File: config.mk
export PLATFORM = sky130hd
export DESIGN_NAME = rs_alu_multi_dispatch
export DESIGN_NICKNAME = d
export VERILOG_FILES = /design/src/rtl/rs_alu_multi_dispatch_pkg.sv /design/src/rtl/rs_alu_multi_dispatch_pick.sv /design/src/rtl/rs_alu_multi_dispatch.sv
export SDC_FILE = /design/constraint.sdc
export NUM_CORES = 2
export LEC_CHECK = 0
export BUFFER_PORTS_ARGS = -buffer_cell sky130_fd_sc_hd__buf_2
export CAP_MARGIN = 20
export CELL_PAD_IN_SITES_DETAIL_PLACEMENT = 0
export CELL_PAD_IN_SITES_GLOBAL_PLACEMENT = 1
export CORE_ASPECT_RATIO = 0.9
export CORE_MARGIN = 4
export CORE_UTILIZATION = 42
export DETAILED_ROUTE_END_ITERATION = 8
export GPL_TIMING_DRIVEN = 0
export HOLD_SLACK_MARGIN = 0.08
export PLACE_DENSITY = 0.79
export SETUP_SLACK_MARGIN = 0.4
export SYNTH_ARGS = -nofsm -noshare
export SYNTH_HDL_FRONTEND = slang
export SYNTH_SLANG_ARGS = --single-unit
File: constraint.sdc
create_clock -name clk_in -period 4.65 [get_ports clk_in]
set_input_delay 0.2325 -clock clk_in [delete_from_list [all_inputs] [get_ports clk_in]]
set_output_delay 0.2325 -clock clk_in [all_outputs]
set_load 0.01 [all_outputs]
File: src/rtl/rs_alu_multi_dispatch_pkg.sv
// Shared defaults, ALU opcode encodings and width helpers for the ALU reservation station.
package rs_alu_multi_dispatch_pkg;

  localparam int XLEN_DEF      = 32;
  localparam int OP_WIDTH_DEF  = 5;
  localparam int RS_WIDTH_DEF  = 3;
  localparam int ROB_WIDTH_DEF = 4;
  localparam int NUM_CDB_DEF   = 2;
  localparam int NUM_ALU_DEF   = 2;

  typedef enum logic [OP_WIDTH_DEF-1:0] {
    ALU_ADD = 5'd0,
    ALU_SUB = 5'd1,
    ALU_AND = 5'd2,
    ALU_OR  = 5'd3,
    ALU_XOR = 5'd4,
    ALU_SLL = 5'd5,
    ALU_SRL = 5'd6,
    ALU_SRA = 5'd7
  } alu_op_e;

  // Index width that never collapses to zero for single-bit vectors.
  function automatic int clog2_min1(input int n);
    return (n > 1) ? $clog2(n) : 1;
  endfunction

endpackage

File: src/rtl/rs_alu_multi_dispatch_pick.sv
// rs_pick_first: lowest-index request wins; returns one-hot grant, binary index and any-request flag.
module rs_pick_first
  import rs_alu_multi_dispatch_pkg::*;
#(
  parameter int N  = 8,
  parameter int IW = clog2_min1(N)
) (
  input  logic [N-1:0]  req,
  output logic [N-1:0]  grant,
  output logic [IW-1:0] idx,
  output logic          any
);

  // Two's-complement isolate of the lowest set bit.
  assign grant = req & (~req + 1'b1);
  assign any   = |req;

  always_comb begin
    idx = '0;
    for (int i = N - 1; i >= 0; i--) begin
      if (req[i]) idx = IW'(i);
    end
  end

endmodule

File: src/rtl/rs_alu_multi_dispatch.sv
// ALU reservation station: holds issued ops until both operands are valid (CDB wakeup / issue bypass)
// and hands ready entries to NUM_ALU valid/ready dispatch ports in ascending entry order.
module rs_alu_multi_dispatch
  import rs_alu_multi_dispatch_pkg::*;
#(
  parameter int XLEN      = XLEN_DEF,
  parameter int OP_WIDTH  = OP_WIDTH_DEF,
  parameter int RS_WIDTH  = RS_WIDTH_DEF,
  parameter int ROB_WIDTH = ROB_WIDTH_DEF,
  parameter int NUM_CDB   = NUM_CDB_DEF,
  parameter int NUM_ALU   = NUM_ALU_DEF
) (
  input  logic                           clk_in,
  input  logic                           rst_n_in,
  input  logic                           rdy_in,
  input  logic                           flush_in,
  input  logic                           issue_in,
  input  logic [OP_WIDTH-1:0]            issue_opcode_in,
  input  logic [XLEN-1:0]                issue_val1_in,
  input  logic [XLEN-1:0]                issue_val2_in,
  input  logic [ROB_WIDTH-1:0]           issue_tag1_in,
  input  logic [ROB_WIDTH-1:0]           issue_tag2_in,
  input  logic                           issue_rdy1_in,
  input  logic                           issue_rdy2_in,
  input  logic [ROB_WIDTH-1:0]           issue_rd_tag_in,
  input  logic [NUM_CDB-1:0]             cdb_valid_in,
  input  logic [NUM_CDB*ROB_WIDTH-1:0]   cdb_tag_in,
  input  logic [NUM_CDB*XLEN-1:0]        cdb_value_in,
  output logic [NUM_ALU-1:0]             alu_valid_out,
  input  logic [NUM_ALU-1:0]             alu_ready_in,
  output logic [NUM_ALU*OP_WIDTH-1:0]    alu_opcode_out,
  output logic [NUM_ALU*XLEN-1:0]        alu_lhs_out,
  output logic [NUM_ALU*XLEN-1:0]        alu_rhs_out,
  output logic [NUM_ALU*ROB_WIDTH-1:0]   alu_rd_tag_out,
  output logic                           full_out,
  output logic [RS_WIDTH:0]              free_count_out
);

  localparam int RS_SIZE = 2 ** RS_WIDTH;
  localparam int CW      = RS_WIDTH + 1;

  logic [RS_SIZE-1:0]   busy_reg, v1_reg, v2_reg;
  logic [OP_WIDTH-1:0]  op_reg   [RS_SIZE];
  logic [XLEN-1:0]      val1_reg [RS_SIZE];
  logic [XLEN-1:0]      val2_reg [RS_SIZE];
  logic [ROB_WIDTH-1:0] tag1_reg [RS_SIZE];
  logic [ROB_WIDTH-1:0] tag2_reg [RS_SIZE];
  logic [ROB_WIDTH-1:0] rd_reg   [RS_SIZE];

  logic [NUM_ALU-1:0]           alu_valid_reg;
  logic [NUM_ALU*OP_WIDTH-1:0]  alu_op_reg;
  logic [NUM_ALU*XLEN-1:0]      alu_lhs_reg, alu_rhs_reg;
  logic [NUM_ALU*ROB_WIDTH-1:0] alu_rd_reg;

  // CDB match: scan ports high to low so the lowest matching port wins.
  logic [RS_SIZE-1:0] wake1, wake2;
  logic [XLEN-1:0]    wake1_val [RS_SIZE];
  logic [XLEN-1:0]    wake2_val [RS_SIZE];
  logic               ihit1, ihit2;
  logic [XLEN-1:0]    ihit1_val, ihit2_val;

  always_comb begin
    wake1 = '0;
    wake2 = '0;
    ihit1 = 1'b0;
    ihit2 = 1'b0;
    ihit1_val = '0;
    ihit2_val = '0;
    for (int e = 0; e < RS_SIZE; e++) begin
      wake1_val[e] = '0;
      wake2_val[e] = '0;
    end
    for (int k = NUM_CDB - 1; k >= 0; k--) begin
      if (cdb_valid_in[k]) begin
        for (int e = 0; e < RS_SIZE; e++) begin
          if (cdb_tag_in[k*ROB_WIDTH +: ROB_WIDTH] == tag1_reg[e]) begin
            wake1[e] = 1'b1;
            wake1_val[e] = cdb_value_in[k*XLEN +: XLEN];
          end
          if (cdb_tag_in[k*ROB_WIDTH +: ROB_WIDTH] == tag2_reg[e]) begin
            wake2[e] = 1'b1;
            wake2_val[e] = cdb_value_in[k*XLEN +: XLEN];
          end
        end
        if (cdb_tag_in[k*ROB_WIDTH +: ROB_WIDTH] == issue_tag1_in) begin
          ihit1 = 1'b1;
          ihit1_val = cdb_value_in[k*XLEN +: XLEN];
        end
        if (cdb_tag_in[k*ROB_WIDTH +: ROB_WIDTH] == issue_tag2_in) begin
          ihit2 = 1'b1;
          ihit2_val = cdb_value_in[k*XLEN +: XLEN];
        end
      end
    end
    wake1 = wake1 & busy_reg & ~v1_reg;
    wake2 = wake2 & busy_reg & ~v2_reg;
  end

  // Free-slot allocation works on registered busy, so a slot freed this edge is reused next cycle at the earliest.
  logic [RS_SIZE-1:0]  alloc_grant;
  logic [RS_WIDTH-1:0] alloc_idx;
  logic                alloc_any, alloc_en;

  rs_pick_first #(.N(RS_SIZE), .IW(RS_WIDTH)) u_alloc (
    .req   (~busy_reg),
    .grant (alloc_grant),
    .idx   (alloc_idx),
    .any   (alloc_any)
  );
  assign alloc_en = issue_in && alloc_any;

  // Dispatch chain: each loading port masks its pick out of the request vector seen by later ports.
  logic [NUM_ALU:0][RS_SIZE-1:0]     avail;
  logic [NUM_ALU-1:0][RS_SIZE-1:0]   load_grant;
  logic [NUM_ALU-1:0][RS_WIDTH-1:0]  load_idx;
  logic [NUM_ALU-1:0]                load;
  logic [RS_SIZE-1:0]                disp_mask;

  assign avail[0] = busy_reg & v1_reg & v2_reg;

  generate
    for (genvar gi = 0; gi < NUM_ALU; gi++) begin : g_port
      logic [RS_SIZE-1:0] pick_grant;
      logic               pick_any;
      rs_pick_first #(.N(RS_SIZE), .IW(RS_WIDTH)) u_pick (
        .req   (avail[gi]),
        .grant (pick_grant),
        .idx   (load_idx[gi]),
        .any   (pick_any)
      );
      assign load[gi]       = pick_any && (!alu_valid_reg[gi] || alu_ready_in[gi]);
      assign load_grant[gi] = load[gi] ? pick_grant : '0;
      assign avail[gi+1]    = avail[gi] & ~pick_grant | (load[gi] ? '0 : avail[gi] & pick_grant);
    end
  endgenerate

  always_comb begin
    disp_mask = '0;
    for (int k = 0; k < NUM_ALU; k++) disp_mask = disp_mask | load_grant[k];
  end

  always_ff @(posedge clk_in) begin
    if (!rst_n_in) begin
      busy_reg <= '0;
      v1_reg   <= '0;
      v2_reg   <= '0;
    end else if (rdy_in) begin
      if (flush_in) begin
        busy_reg <= '0;
      end else begin
        busy_reg <= (busy_reg & ~disp_mask) | (alloc_en ? alloc_grant : '0);
        v1_reg   <= v1_reg | wake1;
        v2_reg   <= v2_reg | wake2;
        if (alloc_en) begin
          v1_reg[alloc_idx] <= issue_rdy1_in || ihit1;
          v2_reg[alloc_idx] <= issue_rdy2_in || ihit2;
        end
      end
    end
  end

  always_ff @(posedge clk_in) begin
    if (rdy_in && !flush_in) begin
      for (int e = 0; e < RS_SIZE; e++) begin
        if (wake1[e]) val1_reg[e] <= wake1_val[e];
        if (wake2[e]) val2_reg[e] <= wake2_val[e];
      end
      if (alloc_en) begin
        op_reg[alloc_idx]   <= issue_opcode_in;
        val1_reg[alloc_idx] <= issue_rdy1_in ? issue_val1_in : ihit1_val;
        val2_reg[alloc_idx] <= issue_rdy2_in ? issue_val2_in : ihit2_val;
        tag1_reg[alloc_idx] <= issue_tag1_in;
        tag2_reg[alloc_idx] <= issue_tag2_in;
        rd_reg[alloc_idx]   <= issue_rd_tag_in;
      end
    end
  end

  always_ff @(posedge clk_in) begin
    if (!rst_n_in) begin
      alu_valid_reg <= '0;
      alu_op_reg    <= '0;
      alu_lhs_reg   <= '0;
      alu_rhs_reg   <= '0;
      alu_rd_reg    <= '0;
    end else if (rdy_in) begin
      if (flush_in) begin
        alu_valid_reg <= '0;
      end else begin
        for (int k = 0; k < NUM_ALU; k++) begin
          if (load[k]) begin
            alu_valid_reg[k]                    <= 1'b1;
            alu_op_reg[k*OP_WIDTH +: OP_WIDTH]  <= op_reg[load_idx[k]];
            alu_lhs_reg[k*XLEN +: XLEN]         <= val1_reg[load_idx[k]];
            alu_rhs_reg[k*XLEN +: XLEN]         <= val2_reg[load_idx[k]];
            alu_rd_reg[k*ROB_WIDTH +: ROB_WIDTH] <= rd_reg[load_idx[k]];
          end else if (alu_ready_in[k]) begin
            alu_valid_reg[k] <= 1'b0;
          end
        end
      end
    end
  end

  always_comb begin
    free_count_out = '0;
    for (int e = 0; e < RS_SIZE; e++) free_count_out = free_count_out + CW'(!busy_reg[e]);
  end

  assign full_out       = &busy_reg;
  assign alu_valid_out  = alu_valid_reg;
  assign alu_opcode_out = alu_op_reg;
  assign alu_lhs_out    = alu_lhs_reg;
  assign alu_rhs_out    = alu_rhs_reg;
  assign alu_rd_tag_out = alu_rd_reg;

endmodule

==> summary.txt <==
Crit-path max cell delay = 0.67 ns
Buffers plus inverters on the worst setup path = 4
GP Congestion = 1.100
Non-Filler Instances = 7570
First-pass GRT wire length = 374100 um
Yosys warning count = 0
Prevailing post-synth register cell = edfxtp_1
RSZ-0062 raised after global routing = no
Max Slew Vio Count = 0
Root buffer cell = clkbuf_16
Post-synthesis sequential area ratio = 0.4800
Site Rows = 117
Dpl cell area = 0.05244 mm2
Clk pwr share = 0.465
Worst min-delay path category = in -> reg
Synth top area share = 0.4079
Worst rel slew slack = 0.07615
Drt first pass iters = 9
Pre-CTS setup slack = -0.4601 ns
Yosys reg bits = 820
Crit share post-route = 0.9334
Layout cells sized above 1 = 0.1091
H-tree level count = 3
Mapped Nets = 5654
Top delay family on crit path = buffers and inverters
Synthesized area = 0.04771 mm2
Largest net degree at the start of global routing = 31
Async SR Flop Fraction = 0
Critical path class = reg -> reg
Comb pwr share = 0.073
Area grow syn2layout = 17.95%
Final hold viol count = 0
Post-synth top area cell = edfxtp_1
Switching Share = 0.2594
Placed wire-length estimate = 204000 um
Mapped Cells = 5481
DR vias/cell = 6.946
Syn avg cell area = 8.705 um2
P per Cell Area = 303.9 mW/mm2
CP cell instances = nand2b_1, clkbuf_1, nand4_1, o21ai_0, and3_1, o22ai_2, nand2_1, clkbuf_1, buf_8, buf_2, nand2_1, a32oi_1, a32o_1
Crit path DAT = 5.01 ns
Clk Latency, worst-skew pair = 0.76 ns
Routed Antenna Nets = 0
Fin crit period = 4.341 ns
Cts bufs inserted = 95
Failing checks = DRC
DR WL/cell = 36.59 um
Top post-synthesis cells by area = edfxtp_1 (41%), nand2_1 (12%), a22oi_1 (9.0%)
CP endpoint kind = flop
Placed Cells = 7325
Status = complete, but fails checks
Slew @ Worst Pin = 1.386 ns
Clk_skew = 0.03603 ns
Routed WL = 277000 um
Peak supply drop = 0.0003015 V
GRT Overall Usage = 0.4480
CTS Sinks = 820
Ports = 317
TritonCTS clock tree = yes
Flop pwr share = 0.462
Die span in y = 327.7 um
Max clock buf depth = 3
Vias in the first global route = 48080
Critical Path RT = 5.32 ns
Internal = 12.67 mW
Clock transition at path regs = 0.07 ns
Grt ovf = 0
WHS = 0.1136 ns
Die X-Extent = 363.3 um
Total Nets Final = 6148
Initial DRC count = 10180
NetSw = 4.435 mW
Die Area = 0.1191 mm2
Post-layout instance area = 0.05627 mm2
Final setup violation count = 0
Max cap viols = 0
Core area = 0.1130 mm2
Crit path max-delay cell type = clkbuf_1
Worst-path maximum fanout = 10
# port buffers = 272
Fmax achieved = 0.2304 GHz
Starting Density = 0.4222
CP startpoint kind = flop
Final WS setup = 0.3095 ns
Via Count = 52580
DRC = 13
Leak = 19.70 nW
Synth cell types = 59
Post-synth EDFFs = 648
Tot Pwr = 17.10 mW
Initial antenna violation count = 14
-- final timing paths --
kind / start / cells past startpoint / end / slack, ns
setup / recovery: alu_valid_out[0]$_SDFFE_PN0P_ / 13 / alu_lhs_out[58]$_SDFFE_PN0P_ / 0.31
hold / removal: cdb_value_in[5] / 3 / val1_reg[7][5]$_DFFE_PP_ / 0.11
setup reg to reg: alu_valid_out[0]$_SDFFE_PN0P_ / 13 / alu_lhs_out[58]$_SDFFE_PN0P_ / 0.31
hold reg to reg: alu_rhs_out[0]$_SDFFE_PN0P_ / 2 / alu_rhs_out[0]$_SDFFE_PN0P_ / 0.44
-- cells by family after synthesis --
family / synth area share
xor gates and xnor gates: 0.02662
adders and majority gates: 0.003409
DFF: 0.4800
and+or+nand+nor: 0.1954
muxes: 0.03021
buffers and inverters: 0.05326
AOI/OAI and AO/OA: 0.2110
-- layout make-up --
| class | instances | area [um2] |
|---|---|---|
| fill | 10800 | 56740 |
| inverter | 36 | 135.1 |
| multi-input combinational | 4024 | 22570 |
| clock buffer | 129 | 2755 |
| tap | 1487 | 1861 |
| timing repair buffer | 399 | 3082 |
| sequential | 820 | 22900 |
| antenna | 26 | 65.06 |
| buffer | 599 | 2456 |
| clock inverter | 50 | 449.2 |
-- timing repair --
action	in CTS	in global routing
resized for setup	22	41
setup endpoints to repair	428	388
setup buffers	1	2
hold buffers	33	0
endpoints found under the hold margin	153	0
pin swaps	1	1
-- power by group through the flow --
| stage | clock (mW) | combinational (mW) | sequential, mW |
|---|---|---|---|
| after floorplan | 0 | 0.559 | 8.05 |
| after global placement | 0 | 1.10 | 8.06 |
| after detailed placement | 0 | 1.13 | 8.06 |
| after CTS | 7.86 | 1.16 | 7.90 |
| after global routing | 8.16 | 1.27 | 7.90 |
| final | 7.95 | 1.25 | 7.90 |
-- synth_stat cells (36+ instances only) --
master,number
nand2_1,1527
edfxtp_1,648
a22oi_1,571
o21ai_0,532
clkbuf_1,516
nand3_1,253
dfxtp_1,172
nor3_1,164
a32oi_1,151
mux2i_1,144
nor2_1,117
xor2_1,115
nand4_1,78
a32o_1,72
o21ai_1,66
and2_1,41
inv_1,36
-- cell usage in the layout (no fill, tap or decap), types with 11 or more instances in the layout --
cell,count
nand2_1,1527
edfxtp_1,648
a22oi_1,571
o21ai_0,531
clkbuf_1,503
buf_2,310
nand3_1,252
dfxtp_1,170
nor3_1,163
a32oi_1,151
mux2i_1,144
xor2_1,115
nor2_1,107
clkbuf_16,103
nand4_1,78
a32o_1,72
o21ai_1,67
and2_1,41
inv_1,36
buf_4,36
a21oi_1,33
dlygate4sd3_1,33
xnor2_1,30
buf_1,28
diode_2,26
clkbuf_2,25
buf_8,25
clkinv_2,24
buf_6,21
nor4_2,19
buf_12,19
o311a_1,15
clkinvlp_4,11
buf_16,11
-- metal layers --
metal  vias up  global-route usage  wire, um  share of wire
li1      21070                   -         -              -
met1     25190              0.5521     96760           0.35
met2      5066              0.6150    108900           0.39
met3      1240              0.2074     46060           0.17
met4        16              0.3146     25000          0.090
met5         -             0.01838       318         0.0011
-- metrics by stage --
step / utilization / TNS, ns
after floorplan: - / 0
after global placement: 0.4509 / -2226.01
after detailed placement: 0.4641 / -30.86
after CTS: 0.4958 / 0
after global routing: 0.4974 / 0
final: 0.4979 / 0
-- worst register-to-register path: cells and delay by family, from the launching register on --
| kind | cells | cell delay, ns |
|---|---|---|
| compound gates | 4 | 1.02 |
| buf+inv | 4 | 1.80 |
| flops | 1 | 0.33 |
| simple gates | 5 | 1.11 |
No activity file was read; power rests on OpenSTA's default activity.
